**src/rtl/i2c_init_sequencer.sv**
```systemverilog
// i2c_init_sequencer
//
// Upstream command stage for the I2C master. It walks a table of register writes, timed delays
// and read-checks held in an external synchronous ROM and issues one master transaction per
// entry. It reports sticky completion and error status, plus the index of the first failing entry.
//
// ROM entry format: {op[1:0], reg[REG_WIDTH-1:0], data[DATA_WIDTH-1:0]}
//   op 00 WRITE : reg <- data
//   op 01 DELAY : wait data * DELAY_UNIT cycles (0 = no wait)
//   op 10 CHECK : read reg and compare with data
//   op 11 END   : sequence complete
//
// Ports:
//   i_clk, i_rst          clock, asynchronous active-high reset
//   i_start               one-cycle pulse, starts the sequence from entry 0 (ignored while busy)
//   i_device_addr         I2C device address used for every transaction
//   o_rom_addr            table read address
//   i_rom_data            table entry, valid one cycle after o_rom_addr changes
//   o_i2c_enable          master enable, held until master busy is seen high
//   o_i2c_rw              0 = write, 1 = read
//   o_i2c_reg_addr        master register address
//   o_i2c_mosi_data       master write data
//   o_i2c_device_addr     master device address
//   i_i2c_busy            master busy
//   i_i2c_miso_data       master read data
//   o_busy                sequence in progress
//   o_done                sticky, sequence ended normally
//   o_error               sticky, at least one timeout or read mismatch
//   o_err_index           entry index of the first error

module i2c_init_sequencer #(
  parameter int unsigned DATA_WIDTH = 8,
  parameter int unsigned REG_WIDTH  = 8,
  parameter int unsigned ADDR_WIDTH = 7,
  parameter int unsigned ROM_AW     = 6,
  parameter int unsigned DELAY_UNIT = 1000,
  parameter int unsigned TIMEOUT    = 65535
) (
  input  logic                              i_clk,
  input  logic                              i_rst,
  input  logic                              i_start,
  input  logic [ADDR_WIDTH-1:0]             i_device_addr,
  output logic [ROM_AW-1:0]                 o_rom_addr,
  input  logic [2+REG_WIDTH+DATA_WIDTH-1:0] i_rom_data,
  output logic                              o_i2c_enable,
  output logic                              o_i2c_rw,
  output logic [REG_WIDTH-1:0]              o_i2c_reg_addr,
  output logic [DATA_WIDTH-1:0]             o_i2c_mosi_data,
  output logic [ADDR_WIDTH-1:0]             o_i2c_device_addr,
  input  logic                              i_i2c_busy,
  input  logic [DATA_WIDTH-1:0]             i_i2c_miso_data,
  output logic                              o_busy,
  output logic                              o_done,
  output logic                              o_error,
  output logic [ROM_AW-1:0]                 o_err_index
);

  localparam int unsigned EntryW = 2 + REG_WIDTH + DATA_WIDTH;
  localparam int unsigned CntW   = 32;

  typedef enum logic [2:0] {
    StIdle,
    StFetch,
    StDecode,
    StReq,
    StXfer,
    StWaitDly,
    StNext,
    StFinish
  } state_e;

  typedef enum logic [1:0] {
    OpWrite = 2'b00,
    OpDelay = 2'b01,
    OpCheck = 2'b10,
    OpEnd   = 2'b11
  } op_e;

  state_e state_q, state_d;

  logic [ROM_AW-1:0]     rom_addr_q, rom_addr_d;
  logic                  fetch_ph_q, fetch_ph_d;
  logic [EntryW-1:0]     entry_q, entry_d;
  logic [CntW-1:0]       cnt_q, cnt_d;
  logic                  rw_q, rw_d;
  logic [REG_WIDTH-1:0]  reg_q, reg_d;
  logic [DATA_WIDTH-1:0] mosi_q, mosi_d;
  logic [ADDR_WIDTH-1:0] dev_q, dev_d;
  logic                  done_q, done_d;
  logic                  error_q, error_d;
  logic [ROM_AW-1:0]     err_idx_q, err_idx_d;

  op_e                   entry_op;
  logic [REG_WIDTH-1:0]  entry_reg;
  logic [DATA_WIDTH-1:0] entry_data;
  logic [CntW-1:0]       delay_load;
  logic                  tmo_hit;
  logic                  err_evt;

  assign entry_op   = op_e'(entry_q[EntryW-1 -: 2]);
  assign entry_reg  = entry_q[DATA_WIDTH +: REG_WIDTH];
  assign entry_data = entry_q[DATA_WIDTH-1:0];
  assign delay_load = CntW'(entry_data) * CntW'(DELAY_UNIT);

  // The same counter times both REQ and XFER; it restarts from 0 on entry to each.
  assign tmo_hit = (cnt_q == CntW'(TIMEOUT - 1));

  // Error sources: busy never rose, busy never fell, or a CHECK read back the wrong value.
  assign err_evt = ((state_q == StReq)  && !i_i2c_busy && tmo_hit) ||
                   ((state_q == StXfer) &&  i_i2c_busy && tmo_hit) ||
                   ((state_q == StXfer) && !i_i2c_busy && rw_q &&
                    (i_i2c_miso_data != mosi_q));

  // State register
  always_ff @(posedge i_clk or posedge i_rst) begin
    if (i_rst) begin
      state_q <= StIdle;
    end else begin
      state_q <= state_d;
    end
  end

  // Next-state logic
  always_comb begin
    state_d = state_q;
    case (state_q)
      StIdle: begin
        if (i_start) state_d = StFetch;
      end
      StFetch: begin
        if (fetch_ph_q) state_d = StDecode;
      end
      StDecode: begin
        case (entry_op)
          OpWrite, OpCheck: state_d = StReq;
          OpDelay:          state_d = (entry_data == '0) ? StNext : StWaitDly;
          default:          state_d = StFinish;
        endcase
      end
      StReq: begin
        if (i_i2c_busy)   state_d = StXfer;
        else if (tmo_hit) state_d = StNext;
      end
      StXfer: begin
        if (!i_i2c_busy || tmo_hit) state_d = StNext;
      end
      StWaitDly: begin
        if (cnt_q <= CntW'(1)) state_d = StNext;
      end
      StNext: begin
        // Running off the end of the table counts as END.
        state_d = (&rom_addr_q) ? StFinish : StFetch;
      end
      StFinish: begin
        // A start arriving here is dropped on purpose.
        state_d = StIdle;
      end
      default: state_d = StIdle;
    endcase
  end

  // Outputs decoded from state
  always_comb begin
    o_i2c_enable = (state_q == StReq);
    o_busy       = (state_q != StIdle) && (state_q != StFinish);
  end

  // Datapath next-state
  always_comb begin
    rom_addr_d = rom_addr_q;
    fetch_ph_d = fetch_ph_q;
    entry_d    = entry_q;
    cnt_d      = cnt_q;
    rw_d       = rw_q;
    reg_d      = reg_q;
    mosi_d     = mosi_q;
    dev_d      = dev_q;
    done_d     = done_q;
    error_d    = error_q;
    err_idx_d  = err_idx_q;

    case (state_q)
      StIdle: begin
        if (i_start) begin
          rom_addr_d = '0;
          fetch_ph_d = 1'b0;
          done_d     = 1'b0;
          error_d    = 1'b0;
          err_idx_d  = '0;
        end
      end
      StFetch: begin
        // Phase 0 covers the ROM read latency; phase 1 captures the entry.
        fetch_ph_d = ~fetch_ph_q;
        if (fetch_ph_q) entry_d = i_rom_data;
      end
      StDecode: begin
        case (entry_op)
          OpWrite, OpCheck: begin
            rw_d   = (entry_op == OpCheck);
            reg_d  = entry_reg;
            mosi_d = entry_data;
            dev_d  = i_device_addr;
            cnt_d  = '0;
          end
          OpDelay: cnt_d = delay_load;
          default: ;
        endcase
      end
      StReq: begin
        cnt_d = i_i2c_busy ? '0 : cnt_q + CntW'(1);
      end
      StXfer: begin
        cnt_d = cnt_q + CntW'(1);
      end
      StWaitDly: begin
        cnt_d = cnt_q - CntW'(1);
      end
      StNext: begin
        rom_addr_d = rom_addr_q + ROM_AW'(1);
      end
      default: ;
    endcase

    // Only the first error of a run is recorded.
    if (err_evt && !error_q) begin
      error_d   = 1'b1;
      err_idx_d = rom_addr_q;
    end

    if (state_d == StFinish) done_d = 1'b1;
  end

  // Datapath registers
  always_ff @(posedge i_clk or posedge i_rst) begin
    if (i_rst) begin
      rom_addr_q <= '0;
      fetch_ph_q <= 1'b0;
      entry_q    <= '0;
      cnt_q      <= '0;
      rw_q       <= 1'b0;
      reg_q      <= '0;
      mosi_q     <= '0;
      dev_q      <= '0;
      done_q     <= 1'b0;
      error_q    <= 1'b0;
      err_idx_q  <= '0;
    end else begin
      rom_addr_q <= rom_addr_d;
      fetch_ph_q <= fetch_ph_d;
      entry_q    <= entry_d;
      cnt_q      <= cnt_d;
      rw_q       <= rw_d;
      reg_q      <= reg_d;
      mosi_q     <= mosi_d;
      dev_q      <= dev_d;
      done_q     <= done_d;
      error_q    <= error_d;
      err_idx_q  <= err_idx_d;
    end
  end

  assign o_rom_addr        = rom_addr_q;
  assign o_i2c_rw          = rw_q;
  assign o_i2c_reg_addr    = reg_q;
  assign o_i2c_mosi_data   = mosi_q;
  assign o_i2c_device_addr = dev_q;
  assign o_done            = done_q;
  assign o_error           = error_q;
  assign o_err_index       = err_idx_q;

endmodule

```
**config.mk**
```make
export PLATFORM = sky130hd
export DESIGN_NAME = i2c_init_sequencer
export DESIGN_NICKNAME = d
export VERILOG_FILES = /design/src/rtl/i2c_init_sequencer.sv
export SDC_FILE = /design/constraint.sdc
export NUM_CORES = 1
export LEC_CHECK = 0
export BUFFER_PORTS_ARGS = -buffer_cell sky130_fd_sc_hd__buf_2
export CORE_MARGIN = 3
export CORE_UTILIZATION = 35
export CTS_BUF_LIST = sky130_fd_sc_hd__clkbuf_16
export DETAILED_ROUTE_END_ITERATION = 10
export GPL_TIMING_DRIVEN = 0
export SYNTH_ARGS = -nofsm -noshare
export SYNTH_HDL_FRONTEND = slang
export SYNTH_SLANG_ARGS = --single-unit
```
**constraint.sdc**
```tcl
create_clock -name i_clk -period 6.5 [get_ports i_clk]
set_input_delay 0 -clock i_clk [delete_from_list [all_inputs] [get_ports i_clk]]
set_output_delay 0 -clock i_clk [all_outputs]
set_load 0.1 [all_outputs]
```
==> impl_metrics.json <==
{
  "outcome": "finished, final reports clean",
  "rows": 50,
  "wire_per_inst_um": 16.74,
  "maxCapViolations": 0,
  "dr.max_layer_used": "met4",
  "wl_met3_um": 1062,
  "worstPathRequired_ns": 6.72,
  "die_area_mm2": 0.02093,
  "slew_viol_final": 0,
  "synth_seq_cells": 92,
  "final_antenna_net_count": 0,
  "clock_tree.buffer_depth": 2,
  "final-setup-viol-count": 0,
  "cts_tree": "built",
  "clkLatencyLatePin_ns": 0.36,
  "synth.top_cells.by_count": "dfrtp_1 (92), nor2_1 (59), inv_1 (58), nand2_1 (56), ha_1 (48)",
  "slew-limit-headroom_pct": 32.44,
  "cp-start-kind": "flip-flop",
  "met1_length_um": 8378,
  "tightest_slew_ns": 0.9994,
  "fin_nets": 964,
  "grt_pass1_vias": 5633,
  "path_max_fanout": 6,
  "max_freq_ghz": 0.2169,
  "synth_top_area_share_pct": 34.21,
  "critical_path_class": "reg2reg",
  "holdPathStages": 5,
  "syn_nets": 849,
  "dr_wl_met2_um": 8663,
  "num_vias": 5956,
  "syn_to_final_growth_pct": 18.78,
  "yosysMostFrequentCell": "dfrtp_1",
  "antenna_cells": 0,
  "synth_edf_count": 0,
  "drive_gt1_share_pct": 16.92,
  "post_cts_buffers": 0,
  "cts_resized": 0,
  "synth.avg_cell_area_um2": 9.056,
  "worst_slack_ns": 1.890,
  "ys_warn_count": 0,
  "fin_util_pct": 42.59,
  "dpl.hpwl_um": 13310,
  "timing.rr.start": "entry_q[5]",
  "nFillCells": 1867,
  "htree_levels": 3,
  "grt_pass1_wl_um": 29300,
  "start_util_pct": 35.85,
  "hp-class": "in2reg",
  "ios": 77,
  "r2r_cells": 14,
  "period_needed_ns": 4.610,
  "ys_top_cells_by_area": "dfrtp_1 (34%), ha_1 (8.9%), fa_1 (6.2%)",
  "synthDistinctLibCells": 68,
  "yosys.area.top_type": "dfrtp_1",
  "grt_max_degree": 61,
  "ys.flop_type": "dfrtp_1",
  "grt_overflow": 0,
  "die_w_um": 144.7,
  "crit-reg2reg-capture": "cnt_q[17]",
  "rsz0062_at_grt": "no",
  "hold_buffers": 27,
  "route.detailed.drc": 0,
  "grt_usage_pct": 17.68,
  "worstPathArrival_ns": 4.83,
  "first_pass_iters": 5,
  "fp.coreArea_mm2": 0.01877,
  "endpoint_kind": "flip-flop",
  "die_h_um": 144.7,
  "antenna_found_initial": 0,
  "netlist_area_mm2": 0.006729,
  "tns_ns": 0,
  "syn_inst": 743,
  "place.gp.congestion": 0.9209,
  "clk_pin_slew_worst_paths_ns": 0.07,
  "ff2ff_setup_slack_ns": 1.89,
  "timing.hold.ws_ns": 0.08713,
  "hold_end": "state_q[2]",
  "numCtsBuffers": 9,
  "fin_crit_sh_pct": 70.93,
  "fin_skew_ns": 0.005062,
  "hold_violations": 0,
  "drtIter0Drc": 394,
  "cts_sinks": 92,
  "async_flop_share_pct": 100.0,
  "wl_um": 18360,
  "clockRootBuffer": "clkbuf_16",
  "yosysSeqAreaShare_pct": 34.21,
  "vias_per_cell": 5.429,
  "numPortBuffers": 76,
  "hold_path.startpoint": "i_i2c_busy",
  "dp_slack_ns": 1.842
}
[routing by layer]
metal	GRT usage [%]	vias to the layer above
met2	27.77	187
met1	24.91	2849
met3	3.779	25
met4	4.566	0
li1	-	2895
met5	0	-
[flip-flops by register name, indices dropped and copies added (netlist names)]
signal,cells
o_err_index,6
fetch_ph_q,1
entry_q,18
state_q,3
cnt_q,32
o_i2c_rw,1
o_i2c_device_addr,7
o_i2c_mosi_data,8
o_error,1
o_done,1
o_rom_addr,6
o_i2c_reg_addr,8
[metrics by stage]
step / cells / cell area [µm²]
global placement: 1053 / 7402
global route: 1097 / 7993
CTS: 1097 / 7993
floorplan: 743 / 6729
finish: 1097 / 7993
detailed placement: 1054 / 7432
[placed cells by master (no fill, tap or decap), types with 21 or more instances in the layout]
cell / n
dfrtp_1: 92
buf_2: 82
nor2_1: 59
inv_1: 57
nand2_1: 56
ha_1: 48
a21oi_1: 45
o21ai_0: 45
mux2_2: 34
clkbuf_1: 33
dlygate4sd3_1: 27
nand3_1: 26
xnor2_1: 22
fa_1: 21
[worst max path at each step]
stage	end	slack, ns	cells after the start	start
final	cnt_q[17]	1.89	14	entry_q[5]
after global routing	cnt_q[17]	1.61	14	entry_q[5]
after CTS	cnt_q[17]	1.79	14	entry_q[5]
after detailed placement	cnt_q[17]	1.84	14	entry_q[5]
after global placement	cnt_q[17]	1.85	14	entry_q[5]
after floorplan	cnt_q[17]	2.49	13	entry_q[2]
[cell type report]
cell class	instances	area, µm²	area share, %
inverter	58	220.2	2.755
buffer	41	165.2	2.066
tap	234	292.8	3.663
clock inverter	7	65.06	0.8140
timing repair buffer	104	678.2	8.485
multi-input combinational	552	4044	50.59
sequential	92	2302	28.80
clock buffer	9	225.2	2.818
[cell families after synthesis]
logic type,count (synthesis),synth area share (%)
compound gates,180,17.22
mux,43,7.029
xor+xnor,28,3.644
fa+ha+maj,69,15.17
flops,92,34.21
buf+inv,99,5.690
simple gates,232,17.03
[worst max-delay path, cell delays in order (launching register included)]
cell,delay [ns]
dfrtp_1,0.54
inv_1,0.23
ha_1,0.34
inv_1,0.06
fa_1,0.56
fa_1,0.45
fa_1,0.52
inv_1,0.04
ha_1,0.35
a21oi_1,0.27
o211ai_1,0.21
a31oi_1,0.32
a21oi_1,0.13
xnor2_1,0.32
o22ai_1,0.14
Power is left out: the tool's default activity adds up to more than one toggle a clock period on the data nets, which glitch-free logic cannot reach.
